`src/rtl/solver_controller.sv`:
```
// solver_controller: host-side sequencer for the 9x9 constraint-propagation
// solver array. Stages a puzzle from host cell writes, resets and starts the
// array on go, then watches the array's outputs until it solves, fails or
// stops making progress.
module solver_controller #(
    parameter int WIDTH        = 9,
    parameter int N            = 3,
    parameter int STALL_CYCLES = 4,
    parameter int MAX_CYCLES   = 1023,
    parameter int CNT_W        = 16
) (
    input  logic                           clock,
    input  logic                           reset_L,
    input  logic                           wr_valid,
    output logic                           wr_ready,
    input  logic [3:0]                     wr_row,
    input  logic [3:0]                     wr_col,
    input  logic [3:0]                     wr_digit,
    input  logic                           clear,
    input  logic                           go,
    input  logic [WIDTH*WIDTH*WIDTH-1:0]   final_vals,
    input  logic                           fail_in,
    output logic [WIDTH*WIDTH*WIDTH-1:0]   initial_vals,
    output logic                           start,
    output logic                           array_rst_L,
    output logic                           busy,
    output logic                           done,
    output logic [1:0]                     status,
    output logic [CNT_W-1:0]               cycles,
    output logic [6:0]                     filled
);

    // Cell count of the grid; cell (r,c) occupies one-hot slot r*WIDTH+c.
    localparam int CELLS   = N * N * N * N;
    localparam int IDX_W   = $clog2(CELLS);
    localparam int STALL_W = $clog2(STALL_CYCLES + 1);

    localparam logic [2:0] S_IDLE  = 3'd0;
    localparam logic [2:0] S_CLR   = 3'd1;
    localparam logic [2:0] S_START = 3'd2;
    localparam logic [2:0] S_RUN   = 3'd3;
    localparam logic [2:0] S_DONE  = 3'd4;

    localparam logic [1:0] ST_NONE   = 2'd0;
    localparam logic [1:0] ST_SOLVED = 2'd1;
    localparam logic [1:0] ST_FAIL   = 2'd2;
    localparam logic [1:0] ST_STUCK  = 2'd3;

    logic [2:0]                  state;
    logic [2:0]                  state_next;
    logic [1:0]                  status_next;
    logic                        run_exit;
    logic                        idle_like;
    logic                        transfer;
    logic                        in_range;
    logic [IDX_W-1:0]            cell_idx;
    logic [WIDTH-1:0]            digit_onehot;
    logic [6:0]                  filled_next;
    logic [STALL_W-1:0]          stall;
    logic [CELLS-1:0][WIDTH-1:0] stage_q;

    // DONE accepts host traffic exactly like IDLE; clear blocks writes so it always wins.
    assign idle_like    = (state == S_IDLE) || (state == S_DONE);
    assign wr_ready     = idle_like && !clear;
    assign transfer     = wr_valid && wr_ready;
    assign in_range     = (wr_row < 4'(WIDTH)) && (wr_col < 4'(WIDTH));
    assign cell_idx     = IDX_W'(wr_row) * IDX_W'(WIDTH) + IDX_W'(wr_col);
    assign initial_vals = stage_q;
    assign start        = (state == S_START);
    assign busy         = (state == S_CLR) || (state == S_START) || (state == S_RUN);
    assign done         = (state == S_DONE);

    // Translate the host digit into the array's one-hot cell encoding; 0 and >WIDTH mean empty.
    always_comb begin
        // NOTE: every always_comb output gets a default first so no path can infer a latch.
        digit_onehot = '0;
        if (wr_digit != 4'd0 && wr_digit <= 4'(WIDTH))
            digit_onehot = WIDTH'(1) << (wr_digit - 4'd1);
    end

    // Count cells the array has resolved to any value.
    always_comb begin
        filled_next = '0;
        for (int i = 0; i < CELLS; i++)
            filled_next = filled_next + {6'd0, |final_vals[i*WIDTH +: WIDTH]};
    end

    // Sequencer transitions; RUN exits are judged on the registered progress counters.
    always_comb begin
        state_next  = state;
        status_next = status;
        case (state)
            S_IDLE, S_DONE: begin
                if (go) begin
                    state_next  = S_CLR;
                    status_next = ST_NONE;
                end
            end
            S_CLR:   state_next = S_START;
            S_START: state_next = S_RUN;
            S_RUN: begin
                if (fail_in) begin
                    state_next  = S_DONE;
                    status_next = ST_FAIL;
                end else if (filled == 7'(CELLS)) begin
                    state_next  = S_DONE;
                    status_next = ST_SOLVED;
                end else if (stall == STALL_W'(STALL_CYCLES) ||
                             cycles == CNT_W'(MAX_CYCLES)) begin
                    state_next  = S_DONE;
                    status_next = ST_STUCK;
                end
            end
            default: state_next = S_IDLE;
        endcase
    end

    assign run_exit = (state == S_RUN) && (state_next == S_DONE);

    // FSM, verdict and the array reset; array_rst_L is low only while in CLR.
    always_ff @(posedge clock or negedge reset_L) begin
        // NOTE: sequential state uses non-blocking assignments so every flop samples pre-edge values.
        if (!reset_L) begin
            state       <= S_IDLE;
            status      <= ST_NONE;
            array_rst_L <= 1'b0;
        end else begin
            state       <= state_next;
            status      <= status_next;
            array_rst_L <= (state_next != S_CLR);
        end
    end

    // Progress counters: zeroed at START, advanced each RUN cycle, frozen on the exit cycle.
    always_ff @(posedge clock or negedge reset_L) begin
        if (!reset_L) begin
            cycles <= '0;
            filled <= '0;
            stall  <= '0;
        end else if (state == S_START) begin
            cycles <= '0;
            filled <= '0;
            stall  <= '0;
        end else if (state == S_RUN && !run_exit) begin
            if (cycles != {CNT_W{1'b1}})
                cycles <= cycles + CNT_W'(1);
            filled <= filled_next;
            if (filled_next == filled)
                stall <= stall + STALL_W'(1);
            else
                stall <= '0;
        end
    end

    // Staging buffer: one-cycle clear, single-cell writes, ignored while a solve is in flight.
    always_ff @(posedge clock or negedge reset_L) begin
        // NOTE: the buffer is flops rather than RAM because it must reset and clear in a single cycle.
        if (!reset_L) begin
            stage_q <= '0;
        end else if (idle_like && clear) begin
            stage_q <= '0;
        end else if (transfer && in_range) begin
            stage_q[cell_idx] <= digit_onehot;
        end
    end

endmodule
```
`config.mk`:
```
export PLATFORM = sky130hd
export DESIGN_NAME = solver_controller
export DESIGN_NICKNAME = d
export VERILOG_FILES = /design/src/rtl/solver_controller.sv
export SDC_FILE = /design/constraint.sdc
export NUM_CORES = 1
export LEC_CHECK = 0
export BUFFER_PORTS_ARGS = -buffer_cell sky130_fd_sc_hd__buf_4
export CAP_MARGIN = 20
export CORE_AREA = 2 2 594 596
export CTS_BUF_LIST = sky130_fd_sc_hd__clkbuf_4 sky130_fd_sc_hd__clkbuf_8
export DETAILED_ROUTE_END_ITERATION = 12
export DIE_AREA = 0 0 596 598
export PLACE_DENSITY = 0.38
export SLEW_MARGIN = 20
export SYNTH_ARGS = -nofsm -noshare
export SYNTH_HDL_FRONTEND = slang
export SYNTH_SLANG_ARGS = --single-unit
```
`constraint.sdc`:
```
create_clock -name clock -period 2.3 [get_ports clock]
set_clock_uncertainty 0.1 [all_clocks]
set_input_delay 0.575 -clock clock [delete_from_list [all_inputs] [get_ports clock]]
set_output_delay 0.575 -clock clock [all_outputs]
set_load 0.03 [all_outputs]
```
==> impl_results.md, run 1 <==
- Outcome: complete, but fails checks
- Failing checks: negative setup slack
- Warnings from Yosys: 0
- Leak: 29.12 nW
- FF-to-FF Start: state[1]$_DFF_PN0_
- Worst EP arrival: 7.85 ns
- Worst slack, placed: -6.042 ns
- Clock Sinks: 761
- Worst R2R Setup Slack: -0.71 ns
- Kind of critical path: in2reg
- Clock transition at the registers of the reported paths: 0.07 ns
- Worst VDD drop: 0.3982 mV
- Rel. slew slack: 22.79%
- CORE AREA: 350800 um2
- Worst Path Max Fanout: 3
- Synth Cell Area: 33020 um2
- Worst Max-Slew Pin Slew: 1.152 ns
- Clk pwr share: 38.2%
- Worst R2R End: initial_vals[301]$_DFFE_PN0P_
- Total global-route track usage: 13.57%
- HPWL after detailed placement: 201000 um
- Worst setup EP type: register
- Ys flop type: dfrtp_1
- Fmax: 138.2 MHz
- Die area: 356400 um2
- Cts bufs inserted: 154
- Die W: 596 um
- Int Power: 0.02664 W
- Syn Nets: 3481
- Syn avg cell area: 12.54 um2
- Final period util: 314.5%
- Part of the power in registers: 33.5%
- DR vias: 34.22k
- Final WS setup: -4.934 ns
- Htree depth: 4
- Placer Congestion: 0.9023
- Fin nets: 5687
- DRT antenna net count: 0
- First-pass GRT wire length: 331600 um
- Grt total ovfl: 0
- Synth Instances: 2634
- Hold Crit Start: wr_digit[0]
- Sw Share: 34.16%
- Worst hold path type: in2reg
- Final Util: 18.37%
- DRT iter0 DRCs: 2351
- Hold Path End: initial_vals[654]$_DFFE_PN0P_
- Register area share after synthesis: 57.66%
- Starting Density: 9.415%
- Max Transition Viols Final: 0
- CP startpoint kind: primary input
- Via density: 3.575
- Final setup viols: 748
- Detailed Routing Iterations Pass 1: 5
- I/O pin total: 1506
- PortBufs: 1505
- Comb power frac: 28.3%
- Area growth, synth to finish: 95.16%
- DR DRC count: 0
- Register-to-Register Path Depth: 11
- Number of global-route vias before repair: 35.90k
- Fin crit period: 7.234 ns
- Share of cells above drive strength 1: 57.36%
- Number of distinct library cells after synthesis: 72
- Share of the synthesized area in the top cell type: 57.66%
- Mean routed wirelength per cell: 27.20 um
- Number of enable flip-flop cells after synthesis: 0
- Site Rows: 218
- Ys async rst share: 100.0%
- Hold Path Depth: 4
- Die height: 598 um
- Yosys top cell by area: dfrtp_1
- Hold Violations, Final: 0
- Power per cell area: 627.9 nW/um2
- Switching power: 0.01382 W
- CTS Root Cell: clkbuf_8
- Max clock buf depth: 4
- Synth Register Bits: 761
- Final WL: 260400 um
- Max-cap check violation count: 0
- Antenna violations before repair: 11
- Area contributors post-synth: dfrtp_1 (58%), a22o_1 (14%), fa_1 (4.3%), o2bb2ai_1 (3.8%), nor4_1 (2.3%)
- CP Data Required Time: 2.92 ns
- Worst-Skew Late Latency: 0.83 ns
- TritonCTS clock tree: yes
- Pin count of the biggest net entering global routing: 82
- RSZ-0062 raised after global routing: yes
[synthesized netlist by cell type (5+ instances only)]
cell and instances:
dfrtp_1 761, a22o_1 515, o2bb2ai_1 143, nand2_1 132
nor2_1 123, nor4_1 120, clkbuf_1 99, nand3_1 76
o22ai_1 73, inv_1 72, fa_1 71, nor3_1 55
nor3_2 46, a31oi_1 42, ha_1 29, buf_2 23
nand4_1 22, a21oi_1 15, buf_1 15, a31oi_2 14
and3_1 13, nor3_4 10, nor2_4 9, o21ai_0 9
xor2_1 9, nand4_2 8, a21oi_2 7, nor2_2 7
nand2b_1 6, o31ai_1 6, or4_1 6, xnor2_1 6
mux2i_1 5, nor3b_1 5, or2_2 5, or3_1 5
[through the flow]
stage	instance area, um2	total power, W	hold WS, ns	std cells	TNS, ns
after floorplan	34360	0.01718	0.1794	2634	-707.72
after global placement	57200	0.02325	0.3753	9177	-1034.06
after detailed placement	57230	0.02327	0.3747	9178	-1020.39
after CTS	62730	0.04043	0.01358	9516	-555.24
after global routing	64440	0.04199	0.07826	9569	-511.86
final	64450	0.04047	0.1480	9573	-453.99
[power by group through the flow]
| stage | registers (W) | logic [W] | clock network (W) |
|---|---|---|---|
| after floorplan | 0.0139 | 0.00326 | 0 |
| after global placement | 0.0138 | 0.00944 | 0 |
| after detailed placement | 0.0138 | 0.00947 | 0 |
| after CTS | 0.0136 | 0.0109 | 0.0160 |
| after global routing | 0.0136 | 0.0119 | 0.0165 |
| final | 0.0136 | 0.0114 | 0.0155 |
[cell type report]
cell class	count	area [um2]
fill	38690	286300
timing repair buffer	2160	19370
sequential	761	19040
multi-input combinational	1691	16700
tap	4620	5781
clock buffer	232	2899
clock inverter	32	367.9
inverter	72	272.8
antenna	5	12.51
[cells in the final DEF, fill, tap and decap left out, types with 50 or more instances in the layout]
cell type and instances:
dfrtp_1 761, nor3_1 50, buf_6 71, buf_4 1858, a31oi_4 75, nor4_1 81, clkbuf_8 185, inv_1 62
o2bb2ai_1 77, fa_1 56, buf_12 190, o22ai_1 66, nor2_1 112, a22o_1 515, nand2_1 124, nand3_1 66
[logic make-up (layout without fill, tap and decap cells)]
logic type | Yosys count | after routing | synth area share [%]
other | 0 | 5 | 0
multiplexers | 5 | 5 | 0.1516
flip-flops | 761 | 761 | 57.66
adder cells (fa/ha/maj) | 100 | 100 | 5.403
buffers and inverters | 214 | 2496 | 2.588
AND/OR/NAND/NOR | 679 | 679 | 11.88
AO/OA/AOI/OAI | 858 | 890 | 21.78
XOR/XNOR | 17 | 17 | 0.5342
[worst max-delay path by stage]
stage / from / endpoint / slack, ns / cells after the start
6_report: final_vals[643] / stall[1]$_DFFE_PN0P_ / -4.93 / 25
3_3_place_gp: final_vals[4] / stall[1]$_DFFE_PN0P_ / -6.16 / 24
5_1_grt: final_vals[679] / stall[1]$_DFFE_PN0P_ / -4.99 / 25
2_1_floorplan: final_vals[607] / stall[0]$_DFFE_PN0P_ / -5.15 / 23
3_5_place_dp: final_vals[4] / stall[1]$_DFFE_PN0P_ / -6.04 / 24
4_1_cts: final_vals[643] / stall[1]$_DFFE_PN0P_ / -4.77 / 25
[critical path, cell delays in order]
cell       delay, ns
buf_6           0.10
nor4_4          0.27
buf_4           0.19
nand2_2         0.07
nor4_4          0.16
fa_1            0.44
inv_1           0.08
fa_2            0.47
fa_1            0.51
inv_1           0.05
fa_1            0.50
fa_1            0.47
fa_1            0.53
inv_2           0.05
fa_1            0.54
inv_2           0.04
fa_1            0.46
fa_2            0.38
fa_2            0.38
nand2b_4        0.17
o2bb2ai_4       0.14
xnor3_1         0.18
or4_4           0.56
or2_4           0.26
o31ai_2         0.28
[metal layers]
metal | GRT usage, % | vias up | share of wire [%]
li1 | - | 14810 | -
met1 | 14.84 | 17470 | 37
met2 | 25.43 | 1614 | 53
met3 | 3.245 | 312 | 6.3
met4 | 4.437 | 16 | 3.7
met5 | 0 | - | 0.042
[what timing repair did]
action	in CTS	in global routing
setup endpoints to repair	891	781
resized for setup	255	189
setup buffers	42	29
hold endpoints to repair	538	0
hold buffers	5	0
gates cloned	28	31
pin swaps	172	141
[sequential cells by signal, indices dropped and copies added, names as in the netlist]
name          flops
state             3
initial_vals    729
filled            7
cycles           16
stall             3
status            2
array_rst_L       1
(Power assumes the default switching activity.)
==> inputs of run 2 (changes only) <==
--- a/config.mk
+++ b/config.mk
@@ -5,13 +5,14 @@
 export SDC_FILE = /design/constraint.sdc
 export NUM_CORES = 1
 export LEC_CHECK = 0
+export ABC_AREA = 1
 export BUFFER_PORTS_ARGS = -buffer_cell sky130_fd_sc_hd__buf_4
 export CAP_MARGIN = 20
-export CORE_AREA = 2 2 594 596
+export CORE_AREA = 2 2 593 595
 export CTS_BUF_LIST = sky130_fd_sc_hd__clkbuf_4 sky130_fd_sc_hd__clkbuf_8
 export DETAILED_ROUTE_END_ITERATION = 12
-export DIE_AREA = 0 0 596 598
-export PLACE_DENSITY = 0.38
+export DIE_AREA = 0 0 595 597
+export PLACE_DENSITY = 0.39
 export SLEW_MARGIN = 20
 export SYNTH_ARGS = -nofsm -noshare
 export SYNTH_HDL_FRONTEND = slang
==> impl_results.md, run 2 <==
- Share of the synthesized area in the top cell type: 53.42%
- Warnings from Yosys: 0
- Die area: 355200 um2
- DRT antenna net count: 0
- Clock transition at the registers of the reported paths: 0.06 ns
- Synth Register Bits: 761
- Fin cells: 10.99k
- Synth Instances: 4124
- I/O pin total: 1506
- Top-count cell post-synth: nand2_1
- Cts bufs inserted: 152
- Outcome: complete, but fails checks
- Fin nets: 7116
- Die height: 597 um
- Syn Nets: 4971
- DRT iter0 DRCs: 2589
- CP startpoint kind: primary input
- Detailed Routing Iterations Pass 1: 7
- Register area share after synthesis: 53.42%
- Grt total ovfl: 0
- Synth Cell Area: 35650 um2
- Worst setup EP type: register
- Crit-path cells: buf_4 -> nor4_1 -> nand3_1 -> fa_1 -> fa_1 -> fa_1 -> fa_2 -> fa_1 -> fa_1 -> fa_1 -> inv_1 -> fa_1 -> fa_2 -> fa_2 -> xor2_1 -> nand2_1 -> nor2_1 -> nand3_1 -> nor2_1 -> nand4_1 -> a21oi_2
- HPWL after detailed placement: 205500 um
- Max clock buf depth: 4
- Rel. slew slack: 52.54%
- DR DRC count: 0
- Largest register FFs: 729
- Area contributors post-synth: dfrtp_1 (53%), nand2_1 (17%), nand3_1 (12%), fa_1 (4.0%), nor4_1 (2.0%)
- Ys async rst share: 100.0%
- Hold Crit Start: wr_digit[1]
- Final WS setup: -4.283 ns
- Most common cell after layout, fill and taps aside: buf_4
- Fmax: 151.9 MHz
- Fin crit period: 6.583 ns
- Cell repeated most along the worst path: fa_1
- Number of distinct library cells after synthesis: 37
- Share of cells above drive strength 1: 49.22%
- CORE AREA: 348600 um2
- TritonCTS clock tree: yes
- CP Data Required Time: 2.99 ns
- Worst Max-Slew Pin Slew: 0.7119 ns
- Worst VDD drop: 0.3521 mV
- Area growth, synth to finish: 90.63%
- Final period util: 286.2%
- Worst slack, placed: -5.490 ns
- Htree depth: 4
- Yosys top cell by area: dfrtp_1
- Placer Congestion: 0.9421
- Kind of critical path: in2reg
- Number of global-route vias before repair: 39.97k
- Leak: 34.67 nW
- Pin count of the biggest net entering global routing: 111
- Die W: 595 um
- FF-to-FF Start: state[1]$_DFF_PN0_
- Site Rows: 217
- DR vias: 39.58k
- Starting Density: 10.23%
- Worst Path Max Fanout: 2
- Via density: 3.602
- Failing checks: negative setup slack
- Antenna violations before repair: 24
- Power per cell area: 543.9 nW/um2
- Max Transition Viols Final: 0
- CP max stage cell: fa_2
- First-pass GRT wire length: 353700 um
- Total global-route track usage: 14.31%
- Hold Violations, Final: 0
- Ys flop type: dfrtp_1
- Ranking of synthesized cells by instance count: nand2_1 (1604), nand3_1 (841), dfrtp_1 (761)
- Mean routed wirelength per cell: 24.75 um
- Max-cap check violation count: 0
- CTS Root Cell: clkbuf_8
- Clock Sinks: 761
- Worst-Skew Late Latency: 0.88 ns
- Launch point of the worst path: final_vals[156]
- Commonest non-fill, non-tap cells in the layout: buf_4 (1737), nand2_1 (1215), nand3_1 (764)
- CP peak stage delay: 0.61 ns
- Final setup viols: 744
- Number of enable flip-flop cells after synthesis: 0
- Final WL: 271900 um
- Worst EP arrival: 7.28 ns
- Syn avg cell area: 8.644 um2
- Cell Count Post-Placement: 10.52k
- PortBufs: 1505
- Worst hold path type: in2reg
- RSZ-0062 raised after global routing: yes
run 2: cell count changes after synthesis, sizes merged, moves of 69 or more:
cell,previous run,this run
nand3,77,875
o2bb2ai,143,0
nand2,132,1606
a22o,515,0
o22ai,73,4
run 2: per-stage QoR:
step	instance area [um2]	TNS [ns]	hold WS, ns	utilization [%]	total power (W)
floorplan	36680	-423.07	0.1794	-	0.01669
global placement	58660	-862.10	0.3591	16.83	0.02141
detailed placement	58660	-865.95	0.3596	16.83	0.02140
CTS	65500	-222.68	0.1134	18.79	0.03753
global route	67940	-377.49	0.1958	19.49	0.03868
finish	67960	-281.65	0.3116	19.49	0.03696
run 2: area by class of cell:
| class | count | area (um2) |
|---|---|---|
| clock inverter | 27 | 246.5 |
| timing repair inverter | 1 | 8.758 |
| multi-input combinational | 3065 | 18410 |
| timing repair buffer | 2150 | 20960 |
| tap | 4599 | 5754 |
| fill | 38880 | 280700 |
| sequential | 761 | 19040 |
| inverter | 138 | 613.1 |
| clock buffer | 237 | 2893 |
| antenna | 10 | 25.02 |
run 2: path summary, 6_finish.rpt:
check | slack, ns | endpoint | cells past startpoint
max | -4.28 | stall[2]$_DFFE_PN0P_ | 21
min | 0.31 | initial_vals[444]$_DFFE_PN0P_ | 7
max reg2reg | -0.55 | initial_vals[542]$_DFFE_PN0P_ | 17
min reg2reg | 0.37 | initial_vals[440]$_DFFE_PN0P_ | 2
max in group asynchronous | 0.93 | initial_vals[198]$_DFFE_PN0P_ | 3
min in group asynchronous | 0.36 | initial_vals[196]$_DFFE_PN0P_ | 3
run 2: what timing repair did:
item / in CTS / in global routing
buffers inserted: 94 / 44
setup endpoints to repair: 1006 / 815
hold endpoints to repair: 594 / 0
gates resized for setup: 409 / 469
cloned: 44 / 31
hold buffers: 4 / 0
pin swaps: 209 / 231
run 2: power by group:
group          total [W]  internal [W]  leakage, nW  switching [W]
Clock             0.0149       0.00825         1.68        0.00666
Combinational    0.00840       0.00321         22.4        0.00519
Sequential        0.0137        0.0135         10.6       0.000131
Total             0.0370        0.0250         34.7         0.0120
run 2: kinds of logic after synthesis:
logic type | Yosys count | synth area share (%)
buffers and inverters | 312 | 4.310
XOR/XNOR | 8 | 0.2176
AO/OA/AOI/OAI | 50 | 0.7546
AND/OR/NAND/NOR | 2893 | 36.29
adder cells (fa/ha/maj) | 100 | 5.005
flip-flops | 761 | 53.42
run 2: per-layer routing:
metal / vias to the layer above / global-route usage [%] / share of wire (%)
met4: 12 / 3.366 / 2.5
met2: 1604 / 23.34 / 46
met3: 256 / 3.888 / 7.2
met5: - / 0 / 0.029
li1: 18010 / - / -
met1: 19690 / 18.66 / 44
run 2: worst max-delay path, delay by kind of cell:
| kind | cells | cell delay, ns |
|---|---|---|
| buf+inv | 2 | 0.16 |
| xor+xnor | 1 | 0.14 |
| compound gates | 1 | 0.15 |
| simple gates | 7 | 1.24 |
| fa+ha+maj | 10 | 5.00 |
